**src/rtl/sram_like_slave_if.sv**
```systemverilog
// rtl/sram_like_slave_if.sv - request/response bus between a master and sram_like_slave
interface sram_like_slave_if;
  logic        req;
  logic        wr;
  logic [1:0]  size;
  logic [31:0] addr;
  logic [31:0] wdata;
  logic        addr_ok;
  logic        data_ok;
  logic [31:0] rdata;

  modport master (
    output req, wr, size, addr, wdata,
    input  addr_ok, data_ok, rdata
  );

  modport slave (
    input  req, wr, size, addr, wdata,
    output addr_ok, data_ok, rdata
  );
endinterface

```
**src/rtl/sram_like_slave.sv**
```systemverilog
// rtl/sram_like_slave.sv - SRAM-like bus slave fronting a synchronous RAM
// One transaction outstanding; programmable accept and response delays.
module sram_like_slave #(
  parameter int ADDR_WIDTH = 14,
  parameter int ADDR_DELAY = 0,
  parameter int RESP_DELAY = 0
) (
  input  logic                  clk_i,
  input  logic                  rst_i,
  sram_like_slave_if.slave      bus,
  output logic                  ram_en_o,
  output logic [3:0]            ram_we_o,
  output logic [ADDR_WIDTH-1:0] ram_addr_o,
  output logic [31:0]           ram_wdata_o,
  input  logic [31:0]           ram_rdata_i
);

  typedef enum logic [1:0] {
    IDLE = 2'd0,
    WAIT = 2'd1,
    RESP = 2'd2
  } state_e;

  state_e      state_q, state_d;
  logic [3:0]  wait_cnt_q, wait_cnt_d;
  logic [3:0]  dly_cnt_q, dly_cnt_d;
  logic [31:0] rdata_q, rdata_d;
  logic        first_q, first_d;
  logic [3:0]  we_mask;
  logic        handshake;
  logic        unused_addr;

  assign unused_addr = ^bus.addr;

  assign handshake   = !rst_i && (state_q == IDLE) && bus.req &&
                       (wait_cnt_q == 4'(ADDR_DELAY));
  assign bus.addr_ok = handshake;

  assign ram_addr_o  = bus.addr[ADDR_WIDTH+1:2];
  assign ram_wdata_o = bus.wdata;

  // With no response delay the RAM output is forwarded before it is registered.
  assign bus.rdata = (state_q == RESP && first_q) ? ram_rdata_i : rdata_q;

  always_comb begin
    case (bus.size)
      2'd0:    we_mask = 4'b0001 << bus.addr[1:0];
      2'd1:    we_mask = bus.addr[1] ? 4'b1100 : 4'b0011;
      default: we_mask = 4'b1111;
    endcase
  end

  always_comb begin
    state_d     = state_q;
    wait_cnt_d  = wait_cnt_q;
    dly_cnt_d   = dly_cnt_q;
    rdata_d     = rdata_q;
    first_d     = 1'b0;
    bus.data_ok = 1'b0;
    ram_en_o    = 1'b0;
    ram_we_o    = 4'b0000;

    if (first_q) begin
      rdata_d = ram_rdata_i;
    end

    case (state_q)
      IDLE: begin
        if (handshake) begin
          wait_cnt_d = 4'd0;
          first_d    = 1'b1;
          ram_en_o   = 1'b1;
          ram_we_o   = bus.wr ? we_mask : 4'b0000;
          if (RESP_DELAY == 0) begin
            state_d = RESP;
          end else begin
            state_d   = WAIT;
            dly_cnt_d = 4'(RESP_DELAY);
          end
        end else if (!bus.req) begin
          wait_cnt_d = 4'd0;
        end else if (wait_cnt_q < 4'(ADDR_DELAY)) begin
          wait_cnt_d = wait_cnt_q + 4'd1;
        end
      end
      WAIT: begin
        dly_cnt_d = dly_cnt_q - 4'd1;
        if (dly_cnt_q == 4'd1) begin
          state_d = RESP;
        end
      end
      RESP: begin
        bus.data_ok = !rst_i;
        state_d     = IDLE;
      end
      default: begin
        state_d = IDLE;
      end
    endcase
  end

  always_ff @(posedge clk_i) begin
    if (rst_i) begin
      state_q    <= IDLE;
      wait_cnt_q <= 4'd0;
      dly_cnt_q  <= 4'd0;
      rdata_q    <= 32'd0;
      first_q    <= 1'b0;
    end else begin
      state_q    <= state_d;
      wait_cnt_q <= wait_cnt_d;
      dly_cnt_q  <= dly_cnt_d;
      rdata_q    <= rdata_d;
      first_q    <= first_d;
    end
  end

endmodule

```
**src/flat_wrapper.sv**
```systemverilog
// flat-port wrapper written by rule: the top's interface ports become plain ports
module sram_like_slave_flat 
#(
  parameter int ADDR_WIDTH = 14,
  parameter int ADDR_DELAY = 0,
  parameter int RESP_DELAY = 0
)
  (clk_i, rst_i, ram_en_o, ram_we_o, ram_addr_o, ram_wdata_o, ram_rdata_i, bus_req, bus_wr, bus_size, bus_addr, bus_wdata, bus_addr_ok, bus_data_ok, bus_rdata);
  sram_like_slave_if bus_i ();
  input  logic clk_i;
  input  logic rst_i;
  output logic ram_en_o;
  output logic [3:0] ram_we_o;
  output logic [ADDR_WIDTH-1:0] ram_addr_o;
  output logic [31:0] ram_wdata_o;
  input  logic [31:0] ram_rdata_i;
  input wire logic [$bits(bus_i.req)-1:0] bus_req;
  input wire logic [$bits(bus_i.wr)-1:0] bus_wr;
  input wire logic [$bits(bus_i.size)-1:0] bus_size;
  input wire logic [$bits(bus_i.addr)-1:0] bus_addr;
  input wire logic [$bits(bus_i.wdata)-1:0] bus_wdata;
  output wire logic [$bits(bus_i.addr_ok)-1:0] bus_addr_ok;
  output wire logic [$bits(bus_i.data_ok)-1:0] bus_data_ok;
  output wire logic [$bits(bus_i.rdata)-1:0] bus_rdata;
  assign bus_i.req = bus_req;
  assign bus_i.wr = bus_wr;
  assign bus_i.size = bus_size;
  assign bus_i.addr = bus_addr;
  assign bus_i.wdata = bus_wdata;
  assign bus_addr_ok = bus_i.addr_ok;
  assign bus_data_ok = bus_i.data_ok;
  assign bus_rdata = bus_i.rdata;
  sram_like_slave #(.ADDR_WIDTH(ADDR_WIDTH), .ADDR_DELAY(ADDR_DELAY), .RESP_DELAY(RESP_DELAY)) u_core (.clk_i(clk_i), .rst_i(rst_i), .bus(bus_i), .ram_en_o(ram_en_o), .ram_we_o(ram_we_o), .ram_addr_o(ram_addr_o), .ram_wdata_o(ram_wdata_o), .ram_rdata_i(ram_rdata_i));
endmodule
```
**config.mk**
```make
export PLATFORM = sky130hd
export DESIGN_NAME = sram_like_slave_flat
export DESIGN_NICKNAME = d
export VERILOG_FILES = /design/src/rtl/sram_like_slave_if.sv /design/src/rtl/sram_like_slave.sv /design/src/flat_wrapper.sv
export SDC_FILE = /design/constraint.sdc
export NUM_CORES = 1
export LEC_CHECK = 0
export CORE_MARGIN = 2
export CORE_UTILIZATION = 45
export DETAILED_ROUTE_END_ITERATION = 10
export DONT_BUFFER_PORTS = 1
export PLACE_DENSITY = 0.61
export SYNTH_ARGS = -nofsm -noshare
export SYNTH_HDL_FRONTEND = slang
export SYNTH_SLANG_ARGS = --single-unit
```
**constraint.sdc**
```tcl
create_clock -name clk_i -period 1.55 [get_ports clk_i]
set_input_delay 0.155 -clock clk_i [delete_from_list [all_inputs] [get_ports clk_i]]
set_output_delay 0.155 -clock clk_i [all_outputs]
set_load 0.05 [all_outputs]
```
-- Yosys cells after proc, flatten, opt, wreduce, memory -nomap -nowiden
Cells that the tools add are included.
- bits in registers: 43
- input port bits: 102
- output and inout port bits: 85
- logic and storage cells: 41
- add/sub/neg operators: 2
- magnitude comparators: 1
- equality and inequality tests: 7
- shifts and indexed selects: 1
- multiplexer cells: 15
- reductions and logical operators: 10
- operators by type and width (cell ; count):
    two-way mux 32 bit ; 1
    two-way mux 4 bit ; 7
    case mux 4 bit (2 select lines) ; 1
    adder 4 x 1 -> 4 bit, second input constant ; 1
    == test 2 x 1 -> 1 bit, second input constant ; 2
    == test 4 x 1 -> 1 bit, second input constant ; 1
    logical AND 1 bit ; 4
    logical NOT 2 bit ; 2
    logical NOT 4 bit ; 1
    < comparator 4 x 1 -> 1 bit, second input constant ; 1
    two-way mux 2 bit ; 2
    case mux 2 bit (2 select lines) ; 1
    AND reduction 2 bit ; 2
    left shift 1 x 2 -> 4 bit, first input constant ; 1
    subtractor 4 x 1 -> 4 bit, second input constant ; 1
    two-way mux 1 bit ; 3
    != test 3 x 1 -> 1 bit, second input constant ; 1
    == test 2 bit, second input constant ; 1
    != test 2 x 1 -> 1 bit, second input constant ; 1
    != test 2 bit, second input constant ; 1
    logical NOT 1 bit ; 1

-- Longest topological paths before layout
- depth after elaboration: 6
- mapped depth: 4
- gate-level depth less buffers: 3

-- Least setup slack after synthesis
No wires, ideal clock.
- path kind: flip-flop to output port
- from: register u_core.state_q[1]
- to: output port ram_we_o[1]
- arrival: 2.674 ns
- required time: 1.395 ns
- path slack: -1.279 ns
- stages on the path, launching flop included: 4
- buffers on the path: 0
- path through: dfxtp_1 > nor3b_1 > nand2_1 > a21oi_1
- cells in the longest elaborated chain, start to end: 6
- RTL lines (item ; RTL line ; RTL):
    from (decl) ; sram_like_slave.sv:24 ; state_e state_q, state_d;
    from (signal assigned) ; sram_like_slave.sv:110 ; state_q <= state_d;
    logical NOT 2 bit ; sram_like_slave.sv:35 ; assign handshake = !rst_i && (state_q == IDLE) && bus.req &&
    logical AND 1 bit (3 in a row) ; sram_like_slave.sv:35 ;
    via bus_addr_ok ; flat_wrapper.sv:22 ; output wire logic [$bits(bus_i.addr_ok)-1:0] bus_addr_ok;
    two-way mux 4 bit ; sram_like_slave.sv:69 ; if (handshake) begin
    two-way mux 4 bit ; sram_like_slave.sv:67 ; case (state_q)
    to (decl) ; flat_wrapper.sv:13 ; output logic [3:0] ram_we_o;
The timed path passes the listed nets, and every way through them passes these cells.

-- Worst setup path in the final report
- from: register u_core.state_q[1]
- to: output port ram_we_o[1]
- cells in the longest elaborated chain, start to end: 6
- RTL lines (item ; RTL line):
    logical NOT 2 bit * ; sram_like_slave.sv:35, sram_like_slave.sv:67
    logical AND 1 bit (3 in a row) ; sram_like_slave.sv:35
    two-way mux 4 bit ; sram_like_slave.sv:69
    two-way mux 4 bit * ; sram_like_slave.sv:67
Mark *: on every way between the ends. The rest lies on a longest branch, timed or not.

==> results.json <==
{
  "dr.pass1.iters": 4,
  "whs_ps": 21.15,
  "crit_path_end_kind": "output pin",
  "maxCapViolCount": 0,
  "met2_usage_pct": 25.35,
  "avgSynthCellArea_um2": 10.36,
  "synth_warnings": 0,
  "viasPerCell": 5.558,
  "min-delay-start": "ram_rdata_i[27]",
  "synthCells": 205,
  "use_met3_pct": 7.873,
  "cts_sinks": 34,
  "place.port_buffers": 0,
  "slew_headroom_pct": 64.61,
  "r2r-start": "u_core.first_q",
  "ant_nets": 0,
  "crit_path_max_fanout": 4,
  "utilization_pct": 49.75,
  "synth_top_cell_by_area": "dfxtp_1",
  "synth-seq-cells": 34,
  "fillers": 394,
  "leakage_uw": 0.0009953,
  "mostFrequentLayoutCells": "mux2_4, mux2i_1, nor2_1, dfxtp_1, buf_12",
  "drt_wl_total_mm": 3.985,
  "rrSetupSlack_ps": 300,
  "clockBufferDepth": 2,
  "critPathKind": "reg2out",
  "grt.busiest_layer": "met2",
  "coreArea_um2": 4444,
  "rows": 24,
  "path_cells": "buf_6 -> nor3b_4 -> nand2_4 -> a21oi_4 -> buf_12",
  "hold_viol_final": 0,
  "fmax_mhz": 639.0,
  "die_w_um": 72.69,
  "drt_iter0_markers": 11,
  "final_nets": 273,
  "worst_slack_ps": -14.92,
  "synthTopCellsByArea": "dfxtp_1, mux2_4, buf_4",
  "arrival_ps": 1410,
  "synth_top_area_share_pct": 32.06,
  "track_usage_pct": 14.41,
  "hold_path.class": "in2reg",
  "grt_pass1_wl_mm": 6.058,
  "yosysSeqAreaShare_pct": 32.06,
  "crit_cells": 5,
  "grt_pass1_vias": 1321,
  "status": "finished, violations left",
  "num_vias": 1245,
  "required_ps": 1390,
  "r2r_end": "u_core.rdata_q[13]",
  "wl_per_cell_um": 17.79,
  "cts_tree": "done",
  "crit_slowest_cell": "dfxtp_2",
  "setup_viol": 2,
  "path_clk_slew_ps": 70,
  "overflow": 0,
  "fin_skew_ps": 5.158,
  "antenna_found_initial": 0,
  "drc": 0,
  "die-area_um2": 5284,
  "finalCritPeriodShare_pct": 101.0,
  "synth_cell_type_count": 16,
  "cts_max_level": 2,
  "grt_use_met1_pct": 14.68,
  "drive_gt1_share_pct": 38.37,
  "grt_max_degree": 35,
  "tightest_slew_ps": 530.8,
  "antenna_cells": 0,
  "cp-start-kind": "flop",
  "power_density_nw_per_um2": 1085,
  "slew_viol_final": 0,
  "numCtsBuffers": 5,
  "r2r_cells": 3,
  "fin_crit_ps": 1565,
  "slowest_delay_ps": 340,
  "place_congestion": 0.7361,
  "grt_setup_unrepaired": "yes",
  "fin_setup_tns_ps": -24.79,
  "synth_nets": 307,
  "initial_utilization_pct": 47.78,
  "failed_checks": "setup timing",
  "place_hpwl_mm": 2.942,
  "crit_family": "simple AND/OR/NAND/NOR gates",
  "cp.buffers_inverters": 2,
  "dpl_worst_slack_ps": 217.1,
  "endpoint": "ram_we_o[1]",
  "syn_area_um2": 2123,
  "worst_ir_drop_vdd_uv": 661.8,
  "clk_latency_ps": 280,
  "startpoint": "u_core.state_q[1]",
  "cts-root-buf": "clkbuf_8",
  "area_growth_pct": 4.125,
  "die_h_um": 72.69,
  "io_pins": 187
}
-- cells by family after synthesis --
kind of cell	count (synthesis)	synth area share, %
flops	34	32.06
buf+inv	59	20.68
mux	64	37.36
compound gates	6	1.414
simple gates	42	8.486
-- through the flow --
step | cells | area (µm²) | total power (µW)
5_1_grt | 224 | 2211 | 2488
6_report | 224 | 2211 | 2399
3_5_place_dp | 211 | 1978 | 1414
4_1_cts | 222 | 2167 | 2423
2_1_floorplan | 205 | 2186 | 1697
3_3_place_gp | 211 | 1978 | 1403
-- area by class of cell --
type                       count  area, µm²  share of cell area, %
timing repair buffer          16      240.2                  10.87
inverter                       2      7.507                 0.3396
sequential                    34      683.2                  30.90
clock buffer                   5      68.82                  3.113
multi-input combinational    112       1077                  48.73
tap                           52      65.06                  2.943
clock inverter                 3      68.82                  3.113
-- layer usage --
| layer | up-vias | wire length (µm) |
|---|---|---|
| met5 | - | 0 |
| met1 | 573 | 1413 |
| met2 | 96 | 1975 |
| li1 | 566 | - |
| met3 | 10 | 555 |
| met4 | 0 | 41 |
-- flip-flops by register name, summed over array words and instances, names as in the netlist --
name,count
u_core.state_q,1
u_core.first_q,1
u_core.rdata_q,32
-- report_power, final --
group / internal, µW / switching (µW)
registers: 916 / 24.0
clock network: 644 / 327
logic: 176 / 310
total: 1740 / 662
-- worst min-delay path by stage --
stage                               to  slack, ps  depth (start not counted)
finish              u_core.rdata_q[27]         20                          2
detailed placement      u_core.first_q        230                          1
global placement     u_core.state_q[1]        230                          1
floorplan           u_core.rdata_q[30]        300                          2
CTS                 u_core.rdata_q[27]         10                          2
global route            u_core.first_q         10                          1
-- worst register-to-register path: stages, from the launching register on --
cell and delay, ps:
dfxtp_2 350, buf_4 460, mux2i_1 280, nor2_1 50
-- repair_timing --
action	CTS	global route
gates resized for setup	4	3
hold endpoints to repair	34	0
pin swaps	3	2
gates cloned	0	1
setup endpoints to repair	32	20
setup buffers	2	1
hold buffers	1	0
-- cells in the mapped netlist --
master and count:
a21oi_1 4, buf_4 50, buf_6 4, clkbuf_1 3, dfxtp_1 34, inv_1 2, mux2_2 2, mux2_4 30
mux2i_1 32, nand2_1 1, nand2_2 1, nand2b_1 1, nor2_1 34, nor2b_1 1, nor3b_1 4, o21ai_0 2
No activity file was read; power rests on OpenSTA's default activity.
